===== config.mk =====
export PLATFORM = sky130hd
export DESIGN_NAME = id_ex_stage
export DESIGN_NICKNAME = d
export VERILOG_FILES = /design/src/rtl/id_ex_stage.sv
export SDC_FILE = /design/constraint.sdc
export NUM_CORES = 1
export LEC_CHECK = 0
export ABC_AREA = 1
export CORE_UTILIZATION = 30
export DETAILED_ROUTE_END_ITERATION = 12
export GPL_TIMING_DRIVEN = 1
export PLACE_DENSITY = 0.54
export SLEW_MARGIN = 20
export SYNTH_ARGS = -nofsm -noshare
export SYNTH_HDL_FRONTEND = slang
export SYNTH_SLANG_ARGS = --single-unit
export TNS_END_PERCENT = 50

===== constraint.sdc =====
create_clock -name clk -period 4.7 [get_ports clk]
set_input_delay 0.705 -clock clk [delete_from_list [all_inputs] [get_ports clk]]
set_output_delay 0.705 -clock clk [all_outputs]
set_load 0.1 [all_outputs]

===== src/rtl/id_ex_stage.sv =====
// ID/EX pipeline register feeding the ALU.
// Captures decoded operands and control, bypasses MEM/WB at capture time,
// forwards from EX/MEM and MEM/WB on the stored operands, and inserts a
// bubble on a load-use hazard.
module id_ex_stage #(
  parameter int XLEN  = 32,
  parameter int OP_W  = 4,
  parameter int CNT_W = 16
) (
  input  logic              clk,
  input  logic              rst_n,
  input  logic              id_valid,
  output logic              id_ready,
  input  logic [4:0]        id_rs1_addr,
  input  logic [4:0]        id_rs2_addr,
  input  logic              id_rs1_used,
  input  logic              id_rs2_used,
  input  logic [XLEN-1:0]   id_rs1_data,
  input  logic [XLEN-1:0]   id_rs2_data,
  input  logic [XLEN-1:0]   id_imm,
  input  logic              id_use_imm,
  input  logic [OP_W-1:0]   id_alu_op,
  input  logic [4:0]        id_rd_addr,
  input  logic              id_reg_write,
  input  logic              id_mem_read,
  input  logic              id_mem_write,
  input  logic              flush,
  input  logic              ex_hold,
  input  logic [4:0]        exmem_rd,
  input  logic              exmem_reg_write,
  input  logic [XLEN-1:0]   exmem_result,
  input  logic [4:0]        memwb_rd,
  input  logic              memwb_reg_write,
  input  logic [XLEN-1:0]   memwb_data,
  output logic [XLEN-1:0]   alu_src1,
  output logic [XLEN-1:0]   alu_src2,
  output logic [OP_W-1:0]   alu_op,
  output logic              alu_enable,
  output logic [4:0]        ex_rd,
  output logic              ex_reg_write,
  output logic              ex_mem_read,
  output logic              ex_mem_write,
  output logic [XLEN-1:0]   ex_store_data,
  output logic              load_use_stall,
  output logic [CNT_W-1:0]  stall_cnt
);

  localparam logic [CNT_W-1:0] CNT_ONE = {{(CNT_W-1){1'b0}}, 1'b1};

  // Saturating increment: the counter sticks at all-ones.
  function automatic logic [CNT_W-1:0] sat_inc(input logic [CNT_W-1:0] v);
    return (&v) ? v : v + CNT_ONE;
  endfunction

  logic              ex_valid_q,   ex_valid_d;
  logic [4:0]        rs1_addr_q,   rs1_addr_d;
  logic [4:0]        rs2_addr_q,   rs2_addr_d;
  logic [XLEN-1:0]   rs1_data_q,   rs1_data_d;
  logic [XLEN-1:0]   rs2_data_q,   rs2_data_d;
  logic [XLEN-1:0]   imm_q,        imm_d;
  logic              use_imm_q,    use_imm_d;
  logic [OP_W-1:0]   alu_op_q,     alu_op_d;
  logic [4:0]        rd_q,         rd_d;
  logic              reg_write_q,  reg_write_d;
  logic              mem_read_q,   mem_read_d;
  logic              mem_write_q,  mem_write_d;
  logic [CNT_W-1:0]  stall_cnt_q,  stall_cnt_d;

  logic              lu_hit;
  logic [XLEN-1:0]   fwd_rs1, fwd_rs2;

  // Load-use detection: a load in EX whose destination the decode instruction reads.
  always_comb begin
    lu_hit = 1'b0;
    if (ex_valid_q && mem_read_q && (rd_q != 5'd0) && id_valid) begin
      lu_hit = (id_rs1_used && (id_rs1_addr == rd_q)) ||
               (id_rs2_used && (id_rs2_addr == rd_q));
    end
  end

  assign load_use_stall = lu_hit;
  assign id_ready       = !ex_hold && !lu_hit;

  // Next-state: flush beats hold, hold beats bubble, otherwise capture decode.
  always_comb begin
    ex_valid_d  = ex_valid_q;
    rs1_addr_d  = rs1_addr_q;
    rs2_addr_d  = rs2_addr_q;
    rs1_data_d  = rs1_data_q;
    rs2_data_d  = rs2_data_q;
    imm_d       = imm_q;
    use_imm_d   = use_imm_q;
    alu_op_d    = alu_op_q;
    rd_d        = rd_q;
    reg_write_d = reg_write_q;
    mem_read_d  = mem_read_q;
    mem_write_d = mem_write_q;
    stall_cnt_d = stall_cnt_q;
    if (flush) begin
      ex_valid_d = 1'b0;
    end else if (!ex_hold) begin
      if (lu_hit) begin
        ex_valid_d  = 1'b0;
        stall_cnt_d = sat_inc(stall_cnt_q);
      end else begin
        ex_valid_d  = id_valid;
        rs1_addr_d  = id_rs1_addr;
        rs2_addr_d  = id_rs2_addr;
        // The register file has not seen this cycle's writeback yet.
        rs1_data_d  = (memwb_reg_write && (memwb_rd != 5'd0) && (memwb_rd == id_rs1_addr))
                      ? memwb_data : id_rs1_data;
        rs2_data_d  = (memwb_reg_write && (memwb_rd != 5'd0) && (memwb_rd == id_rs2_addr))
                      ? memwb_data : id_rs2_data;
        imm_d       = id_imm;
        use_imm_d   = id_use_imm;
        alu_op_d    = id_alu_op;
        rd_d        = id_rd_addr;
        reg_write_d = id_reg_write;
        mem_read_d  = id_mem_read;
        mem_write_d = id_mem_write;
      end
    end
  end

  // Pipeline register with asynchronous clear.
  always_ff @(posedge clk or negedge rst_n) begin
    if (!rst_n) begin
      ex_valid_q  <= 1'b0;
      rs1_addr_q  <= '0;
      rs2_addr_q  <= '0;
      rs1_data_q  <= '0;
      rs2_data_q  <= '0;
      imm_q       <= '0;
      use_imm_q   <= 1'b0;
      alu_op_q    <= '0;
      rd_q        <= '0;
      reg_write_q <= 1'b0;
      mem_read_q  <= 1'b0;
      mem_write_q <= 1'b0;
      stall_cnt_q <= '0;
    end else begin
      ex_valid_q  <= ex_valid_d;
      rs1_addr_q  <= rs1_addr_d;
      rs2_addr_q  <= rs2_addr_d;
      rs1_data_q  <= rs1_data_d;
      rs2_data_q  <= rs2_data_d;
      imm_q       <= imm_d;
      use_imm_q   <= use_imm_d;
      alu_op_q    <= alu_op_d;
      rd_q        <= rd_d;
      reg_write_q <= reg_write_d;
      mem_read_q  <= mem_read_d;
      mem_write_q <= mem_write_d;
      stall_cnt_q <= stall_cnt_d;
    end
  end

  // Operand forwarding: EX/MEM is newer than MEM/WB; x0 is never forwarded.
  always_comb begin
    fwd_rs1 = rs1_data_q;
    if (exmem_reg_write && (exmem_rd != 5'd0) && (exmem_rd == rs1_addr_q))
      fwd_rs1 = exmem_result;
    else if (memwb_reg_write && (memwb_rd != 5'd0) && (memwb_rd == rs1_addr_q))
      fwd_rs1 = memwb_data;
    fwd_rs2 = rs2_data_q;
    if (exmem_reg_write && (exmem_rd != 5'd0) && (exmem_rd == rs2_addr_q))
      fwd_rs2 = exmem_result;
    else if (memwb_reg_write && (memwb_rd != 5'd0) && (memwb_rd == rs2_addr_q))
      fwd_rs2 = memwb_data;
  end

  // Output gating: an empty EX slot drives all zeros.
  always_comb begin
    alu_enable    = ex_valid_q;
    alu_src1      = '0;
    alu_src2      = '0;
    alu_op        = '0;
    ex_rd         = '0;
    ex_reg_write  = 1'b0;
    ex_mem_read   = 1'b0;
    ex_mem_write  = 1'b0;
    ex_store_data = '0;
    if (ex_valid_q) begin
      alu_src1      = fwd_rs1;
      alu_src2      = use_imm_q ? imm_q : fwd_rs2;
      alu_op        = alu_op_q;
      ex_rd         = rd_q;
      ex_reg_write  = reg_write_q;
      ex_mem_read   = mem_read_q;
      ex_mem_write  = mem_write_q;
      ex_store_data = fwd_rs2;
    end
  end

  assign stall_cnt = stall_cnt_q;

endmodule


==> flow_summary_export.csv <==
group,metric,value,unit
status,status,"completed",
timing,setup_slack,631,ps
timing,rsz0062_at_grt,"no",
final_layout,syn2layout_area_growth,52.2,%
setup_path,end_kind,"output port",
timing,setup_viol,0,
flow_run,cap_violations,0,
floorplanning,die_w,183,µm
detailed_routing,drt_iter0_drc,986,
placed_design,hpwl,29100,µm
setup_path,crit_path_max_incr_delay,640,ps
placed_design,placed_cell_area,14400,µm²
floorplanning,dieArea,33600,µm²
cts,cts_buffer_depth,2,
global_routing,track_usage,25.0,%
cts,insertion_delay,430,ps
setup_path,cp_num_buf_inv,4,
detailed_routing,antenna_left,0,
floorplanning,start_util,30.4,%
cts,cts_root_buffer,"clkbuf_16",
power,ir_worst_vdd,0.196,mV
final_layout,layout_common_cells,"nand2_1 (508), nand3_1 (290), clkdlybuf4s50_1 (229)",
synthesis,seq_area_frac_synth,34.5,%
floorplanning,die_h,183,µm
synthesis,yosysUniqueCellTypes,26,
synthesis,avgSynthCellArea,6.22,µm²
global_routing,grt_first_pass_wirelength,64400,µm
cts,clk_pin_slew,70,ps
detailed_routing,viasPerCell,5.01,
setup_path,start_kind,"input pin",
setup_path,path_cells,"clkdlybuf4s50_1, nor2_1, nand3b_1, nand2_1, inv_2, nand3_2, buf_4, nand2_1, nand3_1, a21oi_1, buf_12",
setup_path,worst-r2r-cell-count,9,
global_routing,grt_pass1_vias,11235,
placed_design,io_buffers,328,
timing,tightestPinTransition,1000,ps
detailed_routing,vias,11576,
floorplanning,rows,66,
cts,postCtsResizedCells,0,
cts,cts-htree-levels,4,
timing,finalSetupTns,0,ps
power,p_per_area,282,nW/µm²
floorplanning,io_pins,329,
final_layout,nets,2053,
power,p_leak,7.86,nW
cts,cts_tree,"done",
final_layout,drive_gt1_share,9.61,%
timing,fmax,246,MHz
timing,relSlewSlack,33.3,%
setup_path,critical_path.top_delay_family,"buffers and inverters",
hold_path,hp-class,"in2async",
synthesis,synthesis.nets,1790,
detailed_routing,routed_wl,41700,µm
cts,cts_sinks,136,
timing,holdWs,303,ps
placed_design,globalplace.congestion,0.878,
setup_path,cp_common_cell,"nand2_1",
final_layout,fin_util,46.3,%
final_layout,design_area,15000,µm²
global_routing,overflow,0,
global_routing,grt_max_degree,81,
timing,finClkSkew,10.5,ps
timing,period_needed,4070,ps
synthesis,syn_inst,1587,
synthesis,netlist_area,9860,µm²
detailed_routing,dr.pass1.iters,7,
global_routing,antenna_found_initial,6,
cts,cts_buffers,17,
timing,drv_slew,0,
setup_path,cp.depth,11,
timing,hold_viol_final,0,
setup_path,crit_type,"in2out",
setup_path,crit_arrival,3360,ps
final_layout,final_common_cell,"nand2_1",
detailed_routing,wire_per_inst,18.0,µm
synthesis,ys_ff_latch,136,
cts,hold_buffers,0,
setup_path,worstPathRequired,3990,ps
synthesis,yosys_warnings,0,
setup_path,cpMaxStageDelayCell,"clkdlybuf4s50_1",
floorplanning,core_area,32500,µm²
setup_path,worstPathMaxFanout,22,
placed_design,pre_cts_ws,640,ps
detailed_routing,drc_errors,0,
cts,postCtsSetupBuffers,0,
timing,min_period_over_period,86.6,%
cell usage after synthesis:
master,n,area (µm²)
inv_2,6,22.5
xnor2_1,16,140
nand2_2,2,12.5
buf_1,9,33.8
a21oi_1,32,160
a21oi_4,1,16.3
xor2_1,29,254
dfrtp_1,136,3400
buf_6,1,11.3
clkbuf_1,53,199
nand4_1,37,231
nand2_1,508,1910
nor3_2,1,10.0
nand3_1,293,1470
nor4_1,1,6.26
nand3b_1,1,7.51
ha_1,1,12.5
buf_2,40,200
nor2_2,2,12.5
nor2_1,98,368
o21ai_1,1,5.00
buf_4,6,45.0
o21ai_0,106,531
inv_1,194,728
nand3_2,3,30.0
nor3_1,10,50.1
per-layer routing:
layer  vias to the layer above  wire (µm)  global-route usage (%)
met1                      5531      18000                    32.4
met4                         0        696                    7.97
li1                       5558          -                       -
met3                        33       2640                    4.71
met2                       454      20300                    41.7
met5                         -          0                       0
layout make-up:
class / count / area [µm²]
clock inverters: 14 / 126
repair buffers: 353 / 4450
diodes: 6 / 15.0
inverters: 200 / 753
clock buffers: 18 / 429
fillers: 3335 / 17400
flip-flops and latches: 136 / 3400
multi-input cells: 1142 / 5280
well taps: 442 / 553
stage by stage:
stage / total power [mW] / cells
after global placement: 2.93 / 2273
after floorplan: 2.29 / 1587
after detailed placement: 2.94 / 2273
final: 4.23 / 2311
after global routing: 4.44 / 2311
after CTS: 4.26 / 2305
path summary, 6_finish.rpt:
path,startpoint,end,slack [ps]
max,memwb_rd[3],ex_store_data[31],630
min,rst_n,stall_cnt[1]$_DFFE_PN0P_,300
min in group clk,rs1_data_q[4]$_DFFE_PN0P_,rs1_data_q[4]$_DFFE_PN0P_,480
max reg2reg,alu_enable$_DFFE_PN0P_,rs2_data_q[6]$_DFFE_PN0P_,2030
max in group asynchronous,rst_n,imm_q[9]$_DFFE_PN0P_,3310
min reg2reg,rs1_data_q[4]$_DFFE_PN0P_,rs1_data_q[4]$_DFFE_PN0P_,480
logic make-up (layout without fill, tap and decap cells):
logic type,count (synthesis),after routing,synth area share (%)
xor+xnor,45,45,4.00
simple gates,956,956,41.6
flops,136,136,34.5
compound gates,140,140,7.22
buf+inv,309,585,12.6
other cells,0,6,0
fa+ha+maj,1,1,0.127
state kept, by name (all words and copies together) (netlist names):
register,flops
imm_q,32
rs1_data_q,32
rs2_data_q,32
stall_cnt,16
rd_q,5
rs1_addr_q,5
rs2_addr_q,5
alu_op_q,4
alu_enable,1
mem_read_q,1
mem_write_q,1
reg_write_q,1
use_imm_q,1
report_power, final:
part | internal [mW] | switching [mW]
Clock | 0.731 | 0.581
Sequential | 1.30 | 0.0949
Combinational | 0.546 | 0.975
No activity file was read; power rests on OpenSTA's default activity.
